$ cat src/rtl/sd_sdp_rx.sv
// sd_sdp_rx: slave data packet receive parser (optional inter-byte timeout via SDP_RX_TIMEOUT_EN)
module sd_sdp_rx #(
  parameter logic [15:0] MAX_LEN        = 16'd512,
  parameter logic [15:0] TIMEOUT_CYCLES = 16'd1000,
  parameter logic [7:0]  MARKER_SLAVE   = 8'hAA
) (
  input  logic        clk,
  input  logic        n_rst,
  input  logic [7:0]  d,
  input  logic        d_rdy,
  input  logic        rx_err,
  output logic        st_rx_err,
  output logic        st_tx_rdy,
  output logic        st_busy,
  output logic        st_pl,
  output logic        st_vld,
  output logic [15:0] len,
  output logic [7:0]  pl_d,
  output logic        pl_rdy,
  output logic        msg_end,
  output logic        msg_err,
  output logic [1:0]  err_code,
  output logic        busy
);
  typedef enum logic [2:0] {IDLE, STATUS, N1, N2, PAYLOAD} state_t;
  state_t      state;
  logic [3:0]  st_h;
  logic [7:0]  n1;
  logic [15:0] cnt;
  logic [15:0] n_len;
  logic        len_bad;
  logic        tmo;
  assign n_len   = {n1, d};
  assign len_bad = (n_len == 16'd0) || (n_len > MAX_LEN);
`ifdef SDP_RX_TIMEOUT_EN
  logic [15:0] gap;
  assign tmo = (state != IDLE) && !d_rdy && (gap == TIMEOUT_CYCLES - 16'd1);
  // gap counter: cycles since the last byte while inside a message
  always_ff @(posedge clk or negedge n_rst)
    if (!n_rst) gap <= '0;
    else gap <= (state == IDLE || d_rdy || tmo) ? 16'd0 : gap + 16'd1;
`else
  logic unused_tmo;
  assign tmo        = 1'b0;
  assign unused_tmo = ^TIMEOUT_CYCLES;
`endif
  // parser FSM with registered outputs; rx_err beats timeout beats data
  always_ff @(posedge clk or negedge n_rst)
    if (!n_rst) begin
      state     <= IDLE;
      st_h      <= '0;
      n1        <= '0;
      cnt       <= '0;
      st_rx_err <= 1'b0;
      st_tx_rdy <= 1'b0;
      st_busy   <= 1'b0;
      st_pl     <= 1'b0;
      st_vld    <= 1'b0;
      len       <= '0;
      pl_d      <= '0;
      pl_rdy    <= 1'b0;
      msg_end   <= 1'b0;
      msg_err   <= 1'b0;
      err_code  <= '0;
      busy      <= 1'b0;
    end else begin
      st_vld  <= 1'b0;
      pl_rdy  <= 1'b0;
      msg_end <= 1'b0;
      msg_err <= 1'b0;
      if (state != IDLE && (rx_err || tmo)) begin
        state    <= IDLE;
        busy     <= 1'b0;
        msg_err  <= 1'b1;
        err_code <= rx_err ? 2'd1 : 2'd3;
      end else if (d_rdy) begin
        case (state)
          IDLE: if (d == MARKER_SLAVE) begin
            state <= STATUS;
            busy  <= 1'b1;
          end
          STATUS: begin
            st_h  <= {d[4], d[2:0]};
            state <= N1;
          end
          N1: begin
            n1    <= d;
            state <= N2;
          end
          N2: begin
            len       <= n_len;
            st_rx_err <= st_h[0];
            st_tx_rdy <= st_h[1];
            st_busy   <= st_h[2];
            st_pl     <= st_h[3];
            st_vld    <= 1'b1;
            if (st_h[3] && !len_bad) begin
              cnt   <= n_len;
              state <= PAYLOAD;
            end else begin
              state    <= IDLE;
              busy     <= 1'b0;
              msg_end  <= !st_h[3];
              msg_err  <= st_h[3];
              err_code <= st_h[3] ? 2'd2 : err_code;
            end
          end
          PAYLOAD: begin
            pl_d   <= d;
            pl_rdy <= 1'b1;
            cnt    <= cnt - 16'd1;
            if (cnt == 16'd1) begin
              msg_end <= 1'b1;
              state   <= IDLE;
              busy    <= 1'b0;
            end
          end
          default: begin
            state <= IDLE;
            busy  <= 1'b0;
          end
        endcase
      end
    end
endmodule

$ cat config.mk
export PLATFORM = sky130hd
export DESIGN_NAME = sd_sdp_rx
export DESIGN_NICKNAME = d
export VERILOG_FILES = /design/src/rtl/sd_sdp_rx.sv
export SDC_FILE = /design/constraint.sdc
export NUM_CORES = 1
export LEC_CHECK = 0
export BUFFER_PORTS_ARGS = -buffer_cell sky130_fd_sc_hd__buf_2
export CORE_AREA = 4 4 113 72
export CTS_CLUSTER_DIAMETER = 120
export DETAILED_ROUTE_END_ITERATION = 16
export DIE_AREA = 0 0 117 76
export PLACE_DENSITY_LB_ADDON = 0.2
export SLEW_MARGIN = 0
export SYNTH_ARGS = -nofsm -noshare
export SYNTH_HDL_FRONTEND = slang
export SYNTH_SLANG_ARGS = --single-unit
export TNS_END_PERCENT = 100
$ cat constraint.sdc
create_clock -name clk -period 2.81 [get_ports clk]
set_input_delay 0 -clock clk [delete_from_list [all_inputs] [get_ports clk]]
set_output_delay 0 -clock clk [all_outputs]
set_load 0.02 [all_outputs]
# After elaboration in Yosys (flattened, before gate mapping)
# Index checks and enable logic that the tools add are counted.
# word_totals
elab_cells,87
register_bits,66
out_inout_bits,35
# classes
muxes,35
order_cmp,1
n_reduce_logical,21
n_bitwise,1
addsub,1
n_eq_ne,12
# op_table
cell,n
case mux 16 bit (2 select lines),1
2-to-1 mux 1 bit,19
== test 16 x 1 -> 1 bit (second input constant),1
greater-than comparator 16 x 10 -> 1 bit (second input constant),1
zero test 16 bit,1
2-to-1 mux 16 bit,1
subtractor 16 x 1 -> 16 bit (second input constant),1
2-to-1 mux 3 bit,5
case mux 3 bit (5 select lines),1
AND reduction 3 bit,5
2-to-1 mux 2 bit,6
inequality test 3 bit (second input constant),3
== test 8 bit (second input constant),1
AND reduction 4 bit,2
nonzero test 2 bit,4
== test 3 x 2 -> 1 bit (second input constant),2
AND reduction 5 bit,1
inequality test 2 bit (second input constant),2
case mux 1 bit (4 select lines),1
== test 3 x 1 -> 1 bit (second input constant),1
== test 3 bit (second input constant),1
zero test 3 bit,1
nonzero test 3 bit,1
logical AND 1 bit,2
6 further kinds,7

# Longest topological paths before layout
# logic_depth
word_depth,8
ltp_mapped,8

# Worst setup path before layout
# No wires, ideal clock.
# synth_timing
path_type,register -> register
from,register n1[0]
to,register busy
path_stages_with_launch,6
synth_period_minus_slack_ns,2.262
arrival_ns,2.137
n_path_buf,0
slack_ns,0.548
cell_sequence,dfrtp_1 or4_1 o31ai_1 a211oi_1 nor4_1 mux2_2
# synth_between
elab_chain_len,6
elab_cells_between_ends,7
# synth_lines
element,line,source
from (decl),28,logic [7:0] n1;
from (signal assigned),52,n1 <= '0;
from (signal assigned),87,n1 <= d;
greater-than comparator 16 x 10 -> 1 bit or zero test 16 bit (tied branches),34,assign len_bad = (n_len == 16'd0) || (n_len > MAX_LEN);
logical OR 1 bit *,34,
zero test 1 bit *,97,if (st_h[3] && !len_bad) begin
logical AND 1 bit *,97,
inequality test 3 bit (no line) *,-,
AND reduction 5 bit (no line) *,-,
to (signal assigned),102,busy <= 1'b0;
to (signal assigned),115,busy <= 1'b0;
to (signal assigned),120,busy <= 1'b0;
to (decl),23,output logic busy
# Mark *: on every way between the ends. The rest lies on a longest branch, timed or not.
# A chain may end at the register's enable or synchronous reset.

# Worst setup path in the final report
# layout_timing
from,input d[6]
to,register cnt[4]
# layout_between
elab_chain_len,6
elab_cells_between_ends,7
# layout_lines
element,line,source
from (decl),9,"input logic [7:0] d,"
greater-than comparator 16 x 10 -> 1 bit or zero test 16 bit (tied branches),34,
logical OR 1 bit *,34,
zero test 1 bit *,97,
logical AND 1 bit *,97,
inequality test 2 bit (no line) *,-,
AND reduction 4 bit (no line) *,-,
to (signal assigned),98,cnt <= n_len;
to (signal assigned),111,cnt <= cnt - 16'd1;
to (decl),29,logic [15:0] cnt;
# Marks and branches as above.

==> impl_summary.md <==
Clocking
The total setup buffers inserted after CTS is 0. The post-cts resize count is 0. The root buffer cell is sky130_fd_sc_hd__clkbuf_16.

CTS saw 66 sinks. The number of H-tree levels is 3. The TritonCTS buffer count is 9. The clock-pin slew of the registers on the worst-case setup and hold paths is 0.05 ns. In this run, post-CTS hold repair placed 10 buffers. The clock tree from TritonCTS is done.

The latest clock arrival within the worst-skew pair is 0.33 ns. The maximum clock path buffer count is 2.

Global route
The wire length of the first global-routing pass is 13.2 mm. The overflow left after global routing is 0. For this run, the total global-route usage over all layers was measured as 0.193. The via count of the first global-routing pass came to 2547.

The largest net degree at the start of global routing is 38. The number of antenna violations at the first check in global routing was 0.

Min path
The beginning of the worst hold path is d_rdy. Counting instances, the worst hold path has a depth of 4. The class of the tightest hold or removal check is in -> reg. The path with the worst hold slack has its endpoint at state[1].

Critical path
STA classifies the critical path startpoint as a primary input. The highest net fanout along the worst path is 13. The required time at the worst-slack endpoint is 3.00 ns. The critical path's slowest cell is sky130_fd_sc_hd__or4_4. The critical path goes through dlygate4sd3_1, buf_2, or4_4, or4_4, a211oi_4, buf_4, o22ai_1, o2bb2ai_1. STA classifies the critical path endpoint as a flip-flop. The setup slack of the most critical reg-to-reg path is 0.27 ns.

The worst setup path is of the in -> reg kind. The depth of the worst register-to-register path is 6. In this design, the stage delay of the slowest critical-path cell is 0.56 ns. The worst register-to-register path begins at n1[0]. Grouping stages by cell kind, the critical path spends the most delay in simple AND/OR/NAND/NOR gates.

By instance count, the cell type seen most on the critical path is sky130_fd_sc_hd__or4_4. The endpoint arrival time on the critical path is 2.79 ns. The combined buffer and inverter count along the critical path is 3. The critical register-to-register path endpoint is cnt[4].

Logic synthesis
The count of different cell masters after synthesis is 44. The synthesized flop and latch total is 66. The post-synth net total is 308. The number of flops mapped to enable cells by yosys is 0. The main combinational cell family by area after synthesis is simple AND/OR/NAND/NOR gates. After synthesis, the share of flip-flops with an asynchronous set or reset is 1.00. The gate count after technology mapping is 294. The post-synthesis instance area is 3130 µm². The average cell area after synthesis is 10.6 µm².

Yosys printed 0 warnings. Of the post-synthesis cell area, the part taken by muxes is 0.121. The adder-cell share of the synthesized area is 0.00799. Of the total synthesized cell area, the portion taken by AND, OR, NAND and NOR gates is 0.155.

Among all flip-flop cells after synthesis, the most frequent one is sky130_fd_sc_hd__dfrtp_1. The area fraction in compound gates after synthesis is 0.150. The post-synthesis sequential area ratio is 0.528. Of the total synthesized cell area, the portion taken by XOR and XNOR cells is 0.

Pwr
The leakage power of the design is 1.90 nW. In this run the power density over the cells is 856 nW/µm². The peak supply drop is 571 µV.

Timing
The number of hold violations in the final report was 0. The pin slew with the least headroom to its limit is 0.826 ns. Once routing completed, OpenROAD measured the worst setup slack at 0.208 ns.

Across the routed clock network, the largest skew measured is 0.00324 ns. The final max-slew violation count came to 0. Timing would allow up to 384 MHz. The total setup violations reported at the end of the flow is 0.

Dividing the final minimum period by the clock period gives 0.926. The minimum clock period after layout is 2.60 ns. The remaining max-slew budget at the tightest pin is 0.449.

Setup repair after global routing left no endpoint under its margin. Summed over all failing endpoints, the final setup total negative slack is 0 ns.

Finish
The library cells used most frequently in the layout, excluding fill and tap cells, are 66 x sky130_fd_sc_hd__dfrtp_1, 46 x sky130_fd_sc_hd__buf_2, 37 x sky130_fd_sc_hd__nand2_1. The count of nets after finishing is 368. The area growth from synthesis to layout is 24.3%. In the final layout, flip-flops and latches occupy 1650 µm².

In the final layout, the multi-input gates occupy 1360 µm². In the final layout, the share of cells above drive strength 1 is 0.309. The number of antenna cells inserted is 0. The finished cells cover 3890 µm².

After filler insertion, the fill cell instance count of the layout stands at 648. Leaving out fill and tap cells, the most frequent cell in the layout is sky130_fd_sc_hd__dfrtp_1.

Floorplan
The vertical extent of the die is 76 µm. The floorplan step set the die width to 117 µm. The die area is 8890 µm². 47 I/O pins were placed. The core region is 7090 µm². In this run the core area contains 24 standard-cell rows. The initial utilization of the core area, before any placement, comes to 0.442.

Detailed routing
The first-pass iteration count of the detailed router is 4. Once detail routing completed, the nets flagged for antenna violations numbered 0. The number of DRC violations after detailed routing is 0. For this block, the via count after detailed routing is 2522. The initial detailed-routing violation count is 182.

The mean routed wirelength per cell is 17.2 µm. The final wirelength is 7.72 mm. Dividing the detail-routed via count by the number of cells gives 5.60.

Placement
The placed standard-cell area is 3470 µm². Once detailed placement completed, the half-perimeter wirelength came to 5.59 mm. Timing analysis after detailed placement gives a worst setup slack of 0.284 ns.

Routability-driven placement finished with a final weighted congestion of 0.871. The number of port buffers is 46.

Flow run
The max-cap check violation count is 0.

Run status
The run finished with clean final reports.
-- worst register-to-register path, cell delays in order, from the launching register on --
cell	delay, ns
sky130_fd_sc_hd__dfrtp_1	0.39
sky130_fd_sc_hd__or4_1	0.55
sky130_fd_sc_hd__or4_4	0.46
sky130_fd_sc_hd__a211oi_4	0.52
sky130_fd_sc_hd__buf_4	0.23
sky130_fd_sc_hd__o22ai_1	0.08
sky130_fd_sc_hd__o2bb2ai_1	0.17
-- final cells by class --
type / count / share of cell area
clock buffer: 11 / 0.0624
clock inverter: 5 / 0.0199
inverter: 11 / 0.0106
sequential: 66 / 0.424
tap: 91 / 0.0293
timing repair buffer: 66 / 0.104
multi-input combinational: 200 / 0.349
-- worst max-delay path by stage --
stage	start	endpoint	slack (ns)	cells after the start
floorplan	n1[0]	busy	0.55	5
global placement	n1[0]	cnt[2]	0.37	5
detailed placement	n1[0]	cnt[0]	0.28	5
CTS	d[6]	cnt[4]	0.23	8
global route	d[4]	cnt[7]	0.07	7
finish	d[6]	cnt[4]	0.21	8
-- logic make-up after synthesis --
group,Yosys count
mux,34
fa+ha+maj,2
flops,66
buf+inv,28
compound gates,67
simple gates,97
-- per-layer routing --
| layer | up-vias | track usage | part of all wire |
|---|---|---|---|
| met5 | - | 0 | 0 |
| li1 | 1184 | - | - |
| met3 | 9 | 0.0603 | 0.076 |
| met1 | 1230 | 0.287 | 0.50 |
| met4 | 0 | 0.0515 | 0.011 |
| met2 | 99 | 0.270 | 0.42 |
-- power breakdown --
part | leakage (nW) | internal, mW | total (mW) | switching [mW]
Sequential | 0.855 | 1.19 | 1.36 | 0.171
Combinational | 0.891 | 0.343 | 0.782 | 0.439
Clock | 0.156 | 0.797 | 1.19 | 0.393
-- stage by stage --
| step | hold WS (ns) | total power [mW] | utilization | cells |
|---|---|---|---|---|
| 3_5_place_dp | 0.153 | 2.15 | 0.490 | 424 |
| 4_1_cts | 0.0723 | 3.37 | 0.549 | 450 |
| 6_report | 0.0829 | 3.33 | 0.549 | 450 |
| 5_1_grt | 0.147 | 3.53 | 0.549 | 450 |
| 2_1_floorplan | -0.296 | 1.87 | - | 294 |
| 3_3_place_gp | 0.145 | 2.13 | 0.490 | 424 |
-- flip-flops by register name (all words and copies together) (netlist names) --
signal     cells
msg_end        1
pl_rdy         1
len           16
st_busy        1
st_rx_err      1
msg_err        1
state          3
st_h           4
err_code       2
n1             8
st_tx_rdy      1
st_pl          1
pl_d           8
cnt           16
st_vld         1
busy           1
-- Yosys cell counts (all sizes together) (6+ instances only) --
cell type | count | area, µm²
dfrtp | 66 | 1650
nand2 | 37 | 139
mux2 | 31 | 349
o21ai | 24 | 120
nor2 | 15 | 56.3
clkbuf | 14 | 52.6
inv | 11 | 41.3
nor3 | 9 | 45.0
nand3 | 8 | 40.0
o22ai | 7 | 50.1
a21oi | 6 | 30.0
o2bb2ai | 6 | 52.6
(Power assumes the default switching activity.)
